File: src/rtl/iz_layer_tdm_pkg.sv
// iz_layer_tdm_pkg: Izhikevich Q-format constants (FRAC=7) and the layer FSM state type.
package iz_pkg;
   localparam int K1 = 5;
   localparam int K2 = 640;
   localparam int K3 = 17920;
   localparam int A = 3;
   localparam int B = 26;
   localparam int C = -8320;
   localparam int D = 1024;
   localparam int VTH = 3840;
   localparam int U_INIT = -1664;
   typedef enum logic [1:0] {IDLE, ACCUM, UPDATE, DONE} state_t;
endpackage

File: src/rtl/iz_layer_tdm_if.sv
// iz_layer_tdm_if: step control, weight write port and spike outputs of the layer.
interface iz_layer_tdm_if #(parameter int N_IN = 2, parameter int N_OUT = 4, parameter int WIDTH = 16);
   localparam int AW = N_OUT * N_IN > 1 ? $clog2(N_OUT * N_IN) : 1;
   logic step_start;
   logic [N_IN-1:0] spike_in;
   logic w_we;
   logic [AW-1:0] w_addr;
   logic signed [WIDTH-1:0] w_data;
   logic busy;
   logic step_done;
   logic [N_OUT-1:0] spike_out;
   modport master (output step_start, spike_in, w_we, w_addr, w_data, input busy, step_done, spike_out);
   modport slave (input step_start, spike_in, w_we, w_addr, w_data, output busy, step_done, spike_out);
endinterface

File: src/rtl/iz_layer_tdm_neuron_core.sv
// iz_neuron_core: one Euler step of an Izhikevich neuron, saturated, with spike/reset handling.
module iz_neuron_core import iz_pkg::*; #(
   parameter int WIDTH = 16,
   parameter int FRAC = 7,
   parameter int DT_SHIFT = 1
) (
   input  logic signed [WIDTH-1:0] v,
   input  logic signed [WIDTH-1:0] u,
   input  logic signed [WIDTH-1:0] cur,
   output logic signed [WIDTH-1:0] v_next,
   output logic signed [WIDTH-1:0] u_next,
   output logic fire
);
   localparam int W = 2 * WIDTH + 4;
   localparam logic signed [W-1:0] max_w = {{(W-WIDTH+1){1'b0}}, {(WIDTH-1){1'b1}}};
   localparam logic signed [W-1:0] min_w = {{(W-WIDTH+1){1'b1}}, {(WIDTH-1){1'b0}}};
   localparam logic signed [W-1:0] k1_w = W'(K1);
   localparam logic signed [W-1:0] k2_w = W'(K2);
   localparam logic signed [W-1:0] k3_w = W'(K3);
   localparam logic signed [W-1:0] a_w = W'(A);
   localparam logic signed [W-1:0] b_w = W'(B);
   localparam logic signed [W-1:0] d_w = W'(D);
   localparam logic signed [WIDTH-1:0] c_n = WIDTH'(C);
   localparam logic signed [WIDTH-1:0] vth_n = WIDTH'(VTH);
   function automatic logic signed [W-1:0] ext(input logic signed [WIDTH-1:0] x);
      return {{(W-WIDTH){x[WIDTH-1]}}, x};
   endfunction
   function automatic logic signed [WIDTH-1:0] sat(input logic signed [W-1:0] x);
      return x > max_w ? max_w[WIDTH-1:0] : x < min_w ? min_w[WIDTH-1:0] : x[WIDTH-1:0];
   endfunction
   logic signed [W-1:0] ve, ue, vv, dv, du;
   logic signed [WIDTH-1:0] v_s, u_s;
   always_comb begin
      ve = ext(v);
      ue = ext(u);
      vv = (ve * ve) >>> FRAC;
      dv = ((k1_w * vv) >>> FRAC) + ((k2_w * ve) >>> FRAC) + k3_w - ue + ext(cur);
      du = (a_w * (((b_w * ve) >>> FRAC) - ue)) >>> FRAC;
      v_s = sat(ve + (dv >>> DT_SHIFT));
      u_s = sat(ue + (du >>> DT_SHIFT));
      fire = v_s >= vth_n;
      v_next = fire ? c_n : v_s;
      u_next = fire ? sat(ext(u_s) + d_w) : u_s;
   end
endmodule

File: src/rtl/iz_layer_tdm.sv
// iz_layer_tdm: layer of N_OUT Izhikevich neurons sharing one update core; per step each
// neuron accumulates its weighted input spikes (one input per cycle) and then updates.
module iz_layer_tdm import iz_pkg::*; #(
   parameter int N_IN = 2,
   parameter int N_OUT = 4,
   parameter int WIDTH = 16,
   parameter int FRAC = 7,
   parameter int DT_SHIFT = 1
) (
   input logic clk,
   input logic rst_n,
   iz_layer_tdm_if.slave bus
);
   localparam int NW = N_OUT * N_IN;
   localparam int AW = NW > 1 ? $clog2(NW) : 1;
   localparam int IW = N_IN > 1 ? $clog2(N_IN) : 1;
   localparam int JW = N_OUT > 1 ? $clog2(N_OUT) : 1;
   state_t state, state_nxt;
   logic [IW-1:0] in_idx;
   logic [JW-1:0] nr_idx;
   logic [AW-1:0] w_idx;
   logic [N_IN-1:0] spk;
   logic [N_OUT-1:0] spk_acc, spike_out;
   logic signed [WIDTH-1:0] v [N_OUT];
   logic signed [WIDTH-1:0] u [N_OUT];
   logic signed [WIDTH-1:0] w [NW];
   logic signed [WIDTH-1:0] cur, add, cur_sum, v_next, u_next;
   logic signed [WIDTH:0] sum;
   logic last_in, last_nr, fire;
   iz_neuron_core #(.WIDTH(WIDTH), .FRAC(FRAC), .DT_SHIFT(DT_SHIFT)) core (
      .v(v[nr_idx]), .u(u[nr_idx]), .cur(cur), .v_next(v_next), .u_next(u_next), .fire(fire)
   );
   always_ff @(posedge clk) state <= !rst_n ? IDLE : state_nxt;
   always_comb begin
      last_in = in_idx == IW'(N_IN - 1);
      last_nr = nr_idx == JW'(N_OUT - 1);
      state_nxt = state == IDLE ? (bus.step_start ? ACCUM : IDLE) :
                  state == ACCUM ? (last_in ? UPDATE : ACCUM) :
                  state == UPDATE ? (last_nr ? DONE : ACCUM) : IDLE;
      bus.busy = state != IDLE;
      bus.step_done = state == DONE;
      bus.spike_out = spike_out;
      w_idx = AW'(int'(nr_idx) * N_IN + int'(in_idx));
      add = spk[in_idx] ? w[w_idx] : '0;
      sum = {cur[WIDTH-1], cur} + {add[WIDTH-1], add};
      // clamp on signed overflow of the running current
      cur_sum = sum[WIDTH] == sum[WIDTH-1] ? sum[WIDTH-1:0] : {sum[WIDTH], {(WIDTH-1){~sum[WIDTH]}}};
   end
   always_ff @(posedge clk) begin
      if (!rst_n) begin
         in_idx <= '0;
         nr_idx <= '0;
         spk <= '0;
         spk_acc <= '0;
         spike_out <= '0;
         cur <= '0;
         for (int k = 0; k < N_OUT; k++) begin
            v[k] <= WIDTH'(C);
            u[k] <= WIDTH'(U_INIT);
         end
         for (int k = 0; k < NW; k++) w[k] <= '0;
      end else begin
         if (state == IDLE && bus.w_we && int'(bus.w_addr) < NW) w[bus.w_addr] <= bus.w_data;
         if (state == IDLE && bus.step_start) begin
            spk <= bus.spike_in;
            in_idx <= '0;
            nr_idx <= '0;
            cur <= '0;
            spk_acc <= '0;
         end
         if (state == ACCUM) begin
            cur <= cur_sum;
            in_idx <= last_in ? '0 : in_idx + 1'b1;
         end
         if (state == UPDATE) begin
            v[nr_idx] <= v_next;
            u[nr_idx] <= u_next;
            spk_acc[nr_idx] <= fire;
            cur <= '0;
            nr_idx <= nr_idx + 1'b1;
            if (last_nr) spike_out <= spk_acc | (N_OUT'(fire) << nr_idx);
         end
      end
   end
endmodule

File: src/flat_wrapper.sv
// flat-port wrapper written by rule: the top's interface ports become plain ports
module iz_layer_tdm_flat import iz_pkg::*;
#(
   parameter int N_IN = 2,
   parameter int N_OUT = 4,
   parameter int WIDTH = 16,
   parameter int FRAC = 7,
   parameter int DT_SHIFT = 1
)
  (clk, rst_n, bus_step_start, bus_spike_in, bus_w_we, bus_w_addr, bus_w_data, bus_busy, bus_step_done, bus_spike_out);
  iz_layer_tdm_if #(.N_IN(N_IN), .N_OUT(N_OUT), .WIDTH(WIDTH)) bus_i ();
  input logic clk;
  input logic rst_n;
  input wire logic [$bits(bus_i.step_start)-1:0] bus_step_start;
  input wire logic [$bits(bus_i.spike_in)-1:0] bus_spike_in;
  input wire logic [$bits(bus_i.w_we)-1:0] bus_w_we;
  input wire logic [$bits(bus_i.w_addr)-1:0] bus_w_addr;
  input wire logic [$bits(bus_i.w_data)-1:0] bus_w_data;
  output wire logic [$bits(bus_i.busy)-1:0] bus_busy;
  output wire logic [$bits(bus_i.step_done)-1:0] bus_step_done;
  output wire logic [$bits(bus_i.spike_out)-1:0] bus_spike_out;
  assign bus_i.step_start = bus_step_start;
  assign bus_i.spike_in = bus_spike_in;
  assign bus_i.w_we = bus_w_we;
  assign bus_i.w_addr = bus_w_addr;
  assign bus_i.w_data = bus_w_data;
  assign bus_busy = bus_i.busy;
  assign bus_step_done = bus_i.step_done;
  assign bus_spike_out = bus_i.spike_out;
  iz_layer_tdm #(.N_IN(N_IN), .N_OUT(N_OUT), .WIDTH(WIDTH), .FRAC(FRAC), .DT_SHIFT(DT_SHIFT)) u_core (.clk(clk), .rst_n(rst_n), .bus(bus_i));
endmodule
File: config.mk
export PLATFORM = sky130hd
export DESIGN_NAME = iz_layer_tdm_flat
export DESIGN_NICKNAME = d
export VERILOG_FILES = /design/src/rtl/iz_layer_tdm_pkg.sv /design/src/rtl/iz_layer_tdm_if.sv /design/src/rtl/iz_layer_tdm_neuron_core.sv /design/src/rtl/iz_layer_tdm.sv /design/src/flat_wrapper.sv
export SDC_FILE = /design/constraint.sdc
export NUM_CORES = 1
export LEC_CHECK = 0
export CAP_MARGIN = 10
export CORE_ASPECT_RATIO = 1.75
export CORE_MARGIN = 4
export CORE_UTILIZATION = 65
export DETAILED_ROUTE_END_ITERATION = 8
export PLACE_DENSITY = 0.9
export SYNTH_ARGS = -nofsm -noshare
export SYNTH_HDL_FRONTEND = slang
export SYNTH_SLANG_ARGS = --single-unit
export TNS_END_PERCENT = 20
File: constraint.sdc
create_clock -name clk -period 44.7 [get_ports clk]
set_input_delay 4.47 -clock clk [delete_from_list [all_inputs] [get_ports clk]]
set_output_delay 4.47 -clock clk [all_outputs]
set_load 0.005 [all_outputs]
==> results.md <==
* Startpoint types: flip-flop
* Least-Margin Pin Slew at 1.19 ns
* Highest metal used: met4
* Initial core utilization at 65.6%
* Fin crit share at 39.8%
* Largest net degree at the start of global routing at 39
* Crit-path max FO at 38
* Number of enable flip-flop cells after synthesis at 256
* Mean number of vias per cell at 6.33
* Area share of and/or/nand/nor cells after synthesis at 12.4%
* Die H at 301 um
* Global route overflow at 0
* CTS tree: yes
* Mux share of post-synthesis cell area at 4.87%
* Status: finished, final reports clean
* Area Overhead vs Synth at 5.66%
* Max-cap violations at 0
* Syn Inst Count at 3157
* R2r setup slk at 26.93 ns
* Mapped Area at 31900 um2
* Cell variety after synth at 86
* Vias in the first global route at 26500
* Async S/R FF share, synth at 0%
* Routed wire per std cell at 21.9 um
* 1st-iter DRT viols at 1807
* WS Path Type: flip-flop to flip-flop
* Cell mode on critical path: fa_1
* # port buffers at 30
* Final hold vios at 0
* Die width at 175 um
* Sequential area share after synthesis at 26.2%
* N_diodes at 0
* First-pass GRT wire length at 134000 um
* Drt drc at 0
* RePlAce Congestion at 0.974
* CTS buffer count at 23
* RSZ-0062 raised after global routing: no
* DRT Pass-1 Iters at 6
* Hold Crit Class: flip-flop to flip-flop
* Crit-path leading delay family: adder cells
* Post-Synth Adder-Cell Area at 34.8%
* Final ANT Viol Nets at 0
* Slowest stage cell, crit path: nor2_1
* Met3 WL at 5420 um
* Largest family of logic cells by synthesized area: adder cells
* Core area at 48600 um2
* Final setup viols at 0
* Initial antenna violation count at 0
* Reg clk slew, reported paths at 0.07 ns
* CP arrival at 18.04 ns
* Maximum clock rate at 56.3 MHz
* Xor/xnor share of the synthesized area at 3.49%
* Post_cts resized at 0
* Final Critical Period at 17.77 ns
* Largest stage delay, worst path at 0.57 ns
* Post-DP HPWL at 65500 um
* Root buffer cell: clkbuf_16
* YS warnings at 0
* Worst path bufs/invs at 11
* Setup TNS at 0 ns
* Syn Nets at 3873
* CP Capture Type: flip-flop
* Drt total wl at 84100 um
* Yosys reg bits at 289
* Met1 WL at 24700 um
* Post-CTS Hold Buffers at 0
* Post-synthesis average cell area at 10.1 um2
* Slew Viols, Final at 0
* Clock sinks at 289
* Compound-Gate Fraction of Synth Area at 10.8%
* Rel. slew slack at 20.1%
* Number of core rows at 107
* Nets@finish at 3883
* Via count at 24300
* I/O pin cnt at 31
* Layout cells sized above 1 at 5.25%
* Clock Tree Buf Depth at 3
* # Post-CTS Setup Buffers at 0
* Worst-Skew Late Latency at 0.55 ns
* Prevailing post-synth register cell: edfxtp_1
* GR Util All Layers at 32.3%
* Setup Skew at 0.0138 ns
* Die area at 52800 um2
* H-tree Lvls at 1
* Worst EP required at 44.97 ns
* Met2 wire length at 44300 um
-- worst register-to-register path: cells and delay by family, from the launching register on --
kind,cells,cell delay [ns]
flops,1,0.31
compound gates,19,4.14
mux,1,0.44
fa+ha+maj,15,6.59
buf+inv,11,2.08
xor+xnor,3,0.37
simple gates,15,3.59
-- logic make-up (layout without fill, tap and decap cells) --
logic type      after synthesis  in the layout
compound gates              516            516
xor+xnor                    127            127
fa+ha+maj                   694            694
buf+inv                     629            655
flops                       289            289
mux                          77             77
simple gates                825            825
-- cell usage in the layout (no fill, tap or decap), drive strengths merged, types with 11 or more instances in the layout --
| cell | instances |
|---|---|
| clkbuf | 27 |
| and2 | 145 |
| a21oi | 131 |
| nand3 | 57 |
| nor3 | 46 |
| buf | 30 |
| mux4 | 62 |
| fa | 320 |
| nand2b | 28 |
| clkdlybuf4s50 | 30 |
| nor2b | 16 |
| a221o | 14 |
| o21bai | 12 |
| nor2 | 216 |
| inv | 552 |
| or3 | 11 |
| a211oi | 25 |
| a21o | 50 |
| nand2 | 242 |
| xnor2 | 92 |
| ha | 371 |
| edfxtp | 256 |
| o21ai | 120 |
| xor2 | 35 |
| o21a | 33 |
| clkinv | 12 |
| a31oi | 21 |
| and3 | 18 |
| o211ai | 19 |
| dfxtp | 33 |
-- worst paths after layout --
path | end | startpoint | depth (start not counted)
worst max register to register | u_core.v[2][12] | flip-flop | 64
worst max-delay path | u_core.v[2][12] | flip-flop | 64
worst min register to register | u_core.spk[1] | u_core.spk[1] | 2
worst min-delay path | u_core.spk[1] | u_core.spk[1] | 2
-- sequential cells by signal, indices dropped and copies added, names as in the netlist, named ones only --
name	count
u_core.w	128
u_core.spk_acc	4
u_core.cur	16
u_core.state	2
u_core.in_idx	1
u_core.v	64
u_core.bus.spike_out	4
u_core.spk	2
u_core.nr_idx	2
u_core.u	64
-- layer usage --
metal	vias to the layer above	GRT usage, %
li1	10700	-
met1	11800	30.3
met2	1272	59.3
met3	548	4.90
met4	0	29.2
met5	-	0
-- area by class of cell --
type,count,area [um2]
clock buffer,27,601
tap,654,818
clock inverter,14,140
fill,3245,14900
timing repair buffer,60,526
multi-input combinational,2239,21200
sequential,289,8350
inverter,554,2080
-- cells in the mapped netlist (9+ instances only) --
library cell / instances / share of area [%]
a21oi_1: 130 / 2.0
nor2b_1: 16 / 0.31
inv_1: 550 / 6.5
nor2_1: 215 / 2.5
a211o_1: 9 / 0.25
o211ai_1: 19 / 0.45
o21ai_1: 10 / 0.16
ha_1: 371 / 15
nand3_1: 57 / 0.90
o21a_1: 33 / 0.78
xor2_1: 35 / 0.96
a31oi_1: 20 / 0.39
dfxtp_1: 33 / 2.1
nor3_1: 46 / 0.72
mux4_2: 62 / 4.4
or3_1: 11 / 0.22
o21bai_1: 12 / 0.28
mux2i_1: 10 / 0.31
and3_1: 17 / 0.33
buf_1: 13 / 0.15
xnor2_1: 92 / 2.5
fa_1: 320 / 20
a221o_1: 14 / 0.44
a211oi_1: 25 / 0.59
edfxtp_1: 256 / 24
nand2_1: 241 / 2.8
buf_2: 9 / 0.14
or2_2: 9 / 0.18
o21ai_0: 105 / 1.6
nand2b_1: 28 / 0.55
a21boi_0: 9 / 0.21
clkbuf_1: 51 / 0.60
and2_1: 145 / 2.8
a21o_1: 49 / 1.2
nand4_1: 10 / 0.20
-- per-stage QoR --
stage | worst slack (ns) | std cells | area (um2) | util [%] | hold slack (ns)
after global routing | 26.01 | 3837 | 33700 | 69.3 | 0.484
after CTS | 27.21 | 3837 | 33700 | 69.3 | 0.466
final | 26.93 | 3837 | 33700 | 69.3 | 0.463
after global placement | 27.73 | 3796 | 32900 | 67.8 | 0.444
after floorplan | 28.09 | 3157 | 31900 | - | 0.436
after detailed placement | 27.27 | 3796 | 32900 | 67.8 | 0.457
Power is left out: the tool's default activity adds up to more than one toggle a clock period on the data nets, which glitch-free logic cannot reach.
